[config.mk]
export PLATFORM = sky130hd
export DESIGN_NAME = regfile_dump_reader
export DESIGN_NICKNAME = d
export VERILOG_FILES = /design/src/rtl/regfile_dump_reader.sv
export SDC_FILE = /design/constraint.sdc
export NUM_CORES = 1
export LEC_CHECK = 0
export ABC_CLOCK_PERIOD_IN_PS = 1600
export BUFFER_PORTS_ARGS = -buffer_cell sky130_fd_sc_hd__buf_2
export CAP_MARGIN = 0
export CORE_ASPECT_RATIO = 0.7
export CORE_UTILIZATION = 45
export DETAILED_ROUTE_END_ITERATION = 8
export MAX_ROUTING_LAYER = met4
export PLACE_DENSITY_LB_ADDON = 0.3
export SLEW_MARGIN = 0
export SYNTH_ARGS = -nofsm -noshare
export SYNTH_HDL_FRONTEND = slang
export SYNTH_SLANG_ARGS = --single-unit
[constraint.sdc]
create_clock -name clk -period 1.6 [get_ports clk]
set_input_delay 0.32 -clock clk [delete_from_list [all_inputs] [get_ports clk]]
set_output_delay 0.32 -clock clk [all_outputs]
set_load 0.05 [all_outputs]
[src/rtl/regfile_dump_reader.sv]
// Debug readout engine for the 32x32 register file.
// On start it walks [first_idx..last_idx], reads each register through the
// gated read port and streams every word as 4 bytes, LSB first, on a
// valid/ready byte interface.
module regfile_dump_reader #(
  parameter int NUM_REGS = 32,
  parameter int IDX_W    = 5,
  parameter int DATA_W   = 32
) (
  input  logic              clk,
  input  logic              rst_n,
  input  logic              start,
  input  logic [IDX_W-1:0]  first_idx,
  input  logic [IDX_W-1:0]  last_idx,
  output logic              rf_rd_en,
  output logic [IDX_W-1:0]  rf_addr,
  input  logic [DATA_W-1:0] rf_rdata,
  output logic [7:0]        out_data,
  output logic              out_valid,
  input  logic              out_ready,
  output logic              out_last,
  output logic              busy,
  output logic              done,
  output logic              err
);

  localparam int NUM_BYTES = DATA_W / 8;
  // One bit wider than the index so NUM_REGS itself is representable.
  localparam logic [IDX_W:0] NUM_REGS_W = (IDX_W+1)'(NUM_REGS);

  typedef enum logic [1:0] {IDLE, READ, SEND, FIN} state_t;

  state_t             state_reg, state_next;
  logic [IDX_W-1:0]   cur_idx_reg, cur_idx_next;
  logic [IDX_W-1:0]   last_idx_reg, last_idx_next;
  logic [1:0]         byte_cnt_reg, byte_cnt_next;
  logic [DATA_W-1:0]  shift_reg, shift_next;
  logic [DATA_W-1:0]  shift_dn;
  logic               err_reg, err_next;
  logic               range_ok;
  logic               last_byte;
  logic               last_reg_sel;

  assign range_ok     = (first_idx <= last_idx) && ({1'b0, last_idx} < NUM_REGS_W);
  assign last_byte    = (byte_cnt_reg == 2'd3);
  assign last_reg_sel = (cur_idx_reg == last_idx_reg);

  // Shift-down-by-one-byte path: each lane takes the lane above it, top lane fills with 0.
  genvar gi;
  generate
    for (gi = 0; gi < NUM_BYTES; gi++) begin : g_lane
      if (gi == NUM_BYTES - 1) begin : g_top
        assign shift_dn[gi*8 +: 8] = 8'h00;
      end else begin : g_mid
        assign shift_dn[gi*8 +: 8] = shift_reg[(gi+1)*8 +: 8];
      end
    end
  endgenerate

  // State and datapath registers; async reset abandons any dump in progress.
  always_ff @(posedge clk or negedge rst_n) begin
    if (!rst_n) begin
      state_reg    <= IDLE;
      cur_idx_reg  <= '0;
      last_idx_reg <= '0;
      byte_cnt_reg <= '0;
      shift_reg    <= '0;
      err_reg      <= 1'b0;
    end else begin
      state_reg    <= state_next;
      cur_idx_reg  <= cur_idx_next;
      last_idx_reg <= last_idx_next;
      byte_cnt_reg <= byte_cnt_next;
      shift_reg    <= shift_next;
      err_reg      <= err_next;
    end
  end

  // Next-state logic: range check on start, one-cycle read, byte handshakes, finish pulse.
  always_comb begin
    state_next    = state_reg;
    cur_idx_next  = cur_idx_reg;
    last_idx_next = last_idx_reg;
    byte_cnt_next = byte_cnt_reg;
    shift_next    = shift_reg;
    err_next      = 1'b0;
    case (state_reg)
      IDLE: begin
        if (start) begin
          if (range_ok) begin
            cur_idx_next  = first_idx;
            last_idx_next = last_idx;
            state_next    = READ;
          end else begin
            err_next = 1'b1;
          end
        end
      end
      READ: begin
        shift_next    = rf_rdata;
        byte_cnt_next = 2'd0;
        state_next    = SEND;
      end
      SEND: begin
        if (out_ready) begin
          shift_next    = shift_dn;
          byte_cnt_next = byte_cnt_reg + 2'd1;
          if (last_byte) begin
            if (last_reg_sel) begin
              state_next = FIN;
            end else begin
              cur_idx_next = cur_idx_reg + 1'b1;
              state_next   = READ;
            end
          end
        end
      end
      FIN: begin
        state_next = IDLE;
      end
      default: begin
        state_next = IDLE;
      end
    endcase
  end

  // The read address simply follows the current index, so it holds between reads.
  assign rf_rd_en  = (state_reg == READ);
  assign rf_addr   = cur_idx_reg;
  assign out_valid = (state_reg == SEND);
  assign out_data  = out_valid ? shift_reg[7:0] : 8'h00;
  assign out_last  = out_valid && last_byte && last_reg_sel;
  assign busy      = (state_reg != IDLE);
  assign done      = (state_reg == FIN);
  assign err       = err_reg;

endmodule

After elaboration in Yosys (flattened, before gate mapping) --
Index checks and enable logic that the tools add are counted. W data, S select, Z words.
Word-level totals: register bits after elaboration 47, logic and storage cells 49, bits of input ports 46
Operators by class: equality and inequality tests 10, reductions and logical operators 10, add/sub/neg operators 2, muxes and demuxes 20, $lt $le $gt $ge 1
Operators with widths (number):
- $pmux W32 S2 | 1
- $mux W32 | 1
- $mux W5 | 5
- $mux W2 | 6
- $pmux W5 S2 | 1
- $mux W8 | 1
- $pmux W2 S4 | 1
- $eq A2 B2 Y1 const B | 3
- $ne A2 B2 Y1 const B | 3
- $reduce_and A6 Y1 | 1
- $reduce_bool A2 Y1 | 3
- $add A5 B1 Y5 const B | 1
- $eq A5 B5 Y1 | 1
- $le A5 B5 Y1 | 1
- $ne A2 B1 Y1 const B | 2
- $pmux W2 S2 | 1
- $reduce_and A4 Y1 | 1
- $mux W1 | 3
- $reduce_and A3 Y1 | 1
- $add A2 B1 Y2 const B | 1
- $eq A2 B1 Y1 const B | 1
- $logic_and A1 B1 Y1 | 2
- $logic_not A2 Y1 | 1
- $reduce_and A2 Y1 | 1

Longest topological paths before layout --
word-level depth 5, mapped depth 7

Worst setup path after synthesis --
OpenSTA, ideal clock, no wires.
path type reg2out, from register state_reg[0], to output port out_data[0], cell stages (with the launch flop) 5, path buffers 2, data required time 1.280 ns, data arrival time 1.779 ns, slack -0.499 ns, cells stage by stage dfrtp_1 and2b_1 buf_4 clkbuf_1 and2_1
Between the ends: cells in the longest elaborated chain, start to end 2
Ends and longest elaborated chain:
- start: declaration | RTL line 33 | state_t state_reg, state_next;
- start signal: assignment | RTL line 70 | state_reg <= state_next;
- $eq A2 B2 Y1 | RTL line 130 | assign out_valid = (state_reg == SEND);
- via out_valid | RTL line 19 | output logic out_valid,
- $mux W8 | RTL line 131 | assign out_data = out_valid ? shift_reg[7:0] : 8'h00;
- end: declaration | RTL line 18 | output logic [7:0] out_data,
The timed path passes the listed nets, and every way through them passes these cells.

Final worst setup path --
from register last_idx_reg[3], to output port out_last
Between the ends: cells in the longest elaborated chain, start to end 2
Ends and longest elaborated chain:
- start: declaration | RTL line 35 | logic [IDX_W-1:0] last_idx_reg, last_idx_next;
- start signal: assignment | RTL line 72 | last_idx_reg <= last_idx_next;
- $eq A5 B5 Y1 | RTL line 46 | assign last_reg_sel = (cur_idx_reg == last_idx_reg);
- $logic_and A1 B1 Y1 | RTL line 132 | assign out_last = out_valid && last_byte && last_reg_sel;
- end: declaration | RTL line 21 | output logic out_last,
Every way passes these cells.

==> out/qor.yml <==
fin_skew_ns: 0.003382
syn_nets: 292
setup_viol: 17
wl_per_cell_um: 15.84
yosys.area.top_type: "dfrtp_1"
ys_types: 33
gp_congestion: 0.8004
ios: 65
seq_area_frac_synth_pct: 48.13
fin_crit_sh_pct: 120.0
syn_area_um2: 2444
hold_viol: 0
die_w_um: 90.08
crit_path_max_fanout: 2
holdPathEnd: "shift_reg[24]"
clk_pin_slew_ns: 0.09
place_ws_ns: -0.2646
n_antenna_cell: 0
min_from: "rf_rdata[24]"
violations: "setup timing"
rsz0062_at_grt: "true"
required_ns: 1.28
design.die.area_um2: 5734
mostFrequentLayoutCell: "buf_2"
grt_max_degree: 57
routed_wl_mm: 6.684
max_freq_ghz: 0.5209
irDropWorstVdd_uv: 1001
core_area_um2: 5230
cts_num_sinks: 47
clk_path_buf_depth: 2
status: "finished, violations left"
cts_tree: "yes"
nFillCells: 385
viasPerCell: 5.232
relSlewSlack_pct: 74.88
dr.pass1.iters: 4
drt_iter0_drc: 111
layout_common_cells: "buf_2, dfrtp_1, nand2_1, buf_4, mux2i_1"
stdcell_area_um2: 3781
die_h_um: 63.66
yosysTopAreaCellShare_pct: 48.13
ff2ff_setup_slack_ns: -0.08
root_buffer: "clkbuf_8"
htree_levels: 2
worstReg2RegStart: "last_idx_reg[3]"
layout.nets: 402
port_buffers: 64
track_usage_pct: 22.78
grt_pass1_wl_mm: 9.901
dpl_cell_area_um2: 3143
overflow: 0
vias: 2208
power.density_nw_per_um2: 2087
drc: 0
initial_core_util_pct: 46.72
dp_hpwl_mm: 4.094
max_cap_violations: 0
r2r-end: "rf_addr[0]"
num_rows: 22
drive_gt1_share_pct: 50.57
worstSkewPairLatency_ns: 0.29
worstMarginPinSlew_ns: 0.3768
p_leak_nw: 1.801
ys.warnings.count: 0
worst_hold_path.num_cells: 2
fin_ws_ns: -0.3196
largest_reg_flops: 32
critPathKind: "flip-flop to output pin"
post-route-min-period_ns: 1.920
antenna_left: 0
cts_buffers: 5
drv_slew: 0
synth_area_leaders: "dfrtp_1, mux2i_1, nand2_1"
grt_pass1_vias: 2049
ys_seq_elements: 47
area_growth_pct: 54.74
rr_worst_depth: 6
avgSynthCellArea_um2: 10.22
hold_class: "input port to flip-flop"
start_kind: "flip-flop"
crit_path_end_kind: "output pin"
netlist_instances: 239
arrival_ns: 1.60
antenna_found_initial: 0
==> logic make-up after synthesis <==
logic type	after synthesis	share of synthesized area, %
compound gates	58	15.36
buf+inv	21	4.096
xor+xnor	5	1.792
fa+ha+maj	7	3.584
mux	30	12.54
simple gates	71	14.49
flops	47	48.13
==> critical path, stage by stage (launching register included) <==
cell and delay (ns):
dfrtp_1 0.42, xnor2_2 0.20, nand4_1 0.19, nor2_2 0.19, and2_4 0.18, buf_8 0.14
==> metal layers <==
| layer | vias to the layer above | wire length (µm) | share of wire, % | global-route usage, % |
|---|---|---|---|---|
| met1 | 1086 | 3140 | 47 | 31.68 |
| met2 | 63 | 3166 | 47 | 35.59 |
| met5 | - | 0 | 0 | - |
| met4 | 0 | 60 | 0.90 | 4.234 |
| met3 | 7 | 316 | 4.7 | 3.744 |
| li1 | 1052 | - | - | - |
==> where the power goes <==
part / leakage [nW] / switching, mW / internal, mW / total (mW)
Combinational: 1.18 / 2.53 / 2.58 / 5.11
Sequential: 0.582 / 0.366 / 1.73 / 2.09
Clock: 0.0412 / 0.389 / 0.306 / 0.695
Total: 1.80 / 3.28 / 4.61 / 7.89
==> synthesized netlist by cell type <==
cell type and number:
buf_2 8, a21o_1 1, nand4_1 1, nor2_1 6, nand3_2 1, a21oi_4 1, and2_1 10, o22ai_1 2
and2b_1 2, ha_1 7, clkbuf_1 3, a22o_1 10, nand2_1 40, a21oi_1 10, and2_4 1, a31oi_1 4
o21ba_4 1, nand3b_4 1, xnor2_1 5, or2_4 1, mux2i_1 25, nor3_1 1, mux2_1 1, nand3_1 4
dfrtp_1 47, inv_1 7, nand4_2 1, o21ai_0 27, nand2b_1 2, o221ai_2 1, o211a_1 1, buf_4 3
mux2_2 4
==> layout make-up <==
type | count | area, µm² | area share, %
Clock buffer | 6 | 72.57 | 1.919
Clock inverter | 2 | 12.51 | 0.3309
Inverter | 7 | 36.28 | 0.9596
Multi-Input combinational cell | 171 | 1346 | 35.61
Sequential cell | 47 | 1182 | 31.27
Tap cell | 72 | 90.09 | 2.383
Timing Repair Buffer | 117 | 1041 | 27.53
==> what timing repair did <==
action                     in CTS  in global routing
hold buffers                    1                  0
gates cloned                    1                  8
hold endpoints to repair       17                  0
setup endpoints to repair      12                 41
gates resized for setup        47                 47
pin swaps                      10                  7
setup buffers                   8                  7
==> worst max path at each step <==
stage | start | to | slack [ns] | cells after the start
after floorplan | last_idx[1] | last_idx_reg[1] | -0.04 | 6
after global placement | last_idx[3] | last_idx_reg[3] | -0.20 | 7
after detailed placement | last_idx[3] | last_idx_reg[1] | -0.26 | 7
after CTS | last_idx_reg[3] | out_last | -0.26 | 5
after global routing | last_idx_reg[3] | out_last | -0.40 | 5
final | last_idx_reg[3] | out_last | -0.32 | 5
==> through the flow <==
| stage | std cells | hold slack (ns) | power, mW | util, % | TNS (ns) |
|---|---|---|---|---|---|
| 3_3_place_gp | 391 | 0.3236 | 5.453 | 60.10 | -1.847 |
| 5_1_grt | 422 | 0.2442 | 8.345 | 72.30 | -2.937 |
| 6_report | 422 | 0.2418 | 7.893 | 72.30 | -1.399 |
| 4_1_cts | 407 | 0.2353 | 6.878 | 66.46 | -1.515 |
| 2_1_floorplan | 239 | 0.02441 | 4.534 | - | -0.1557 |
| 3_5_place_dp | 391 | 0.3188 | 5.586 | 60.10 | -2.426 |
Power figures use the tool's default switching activity.
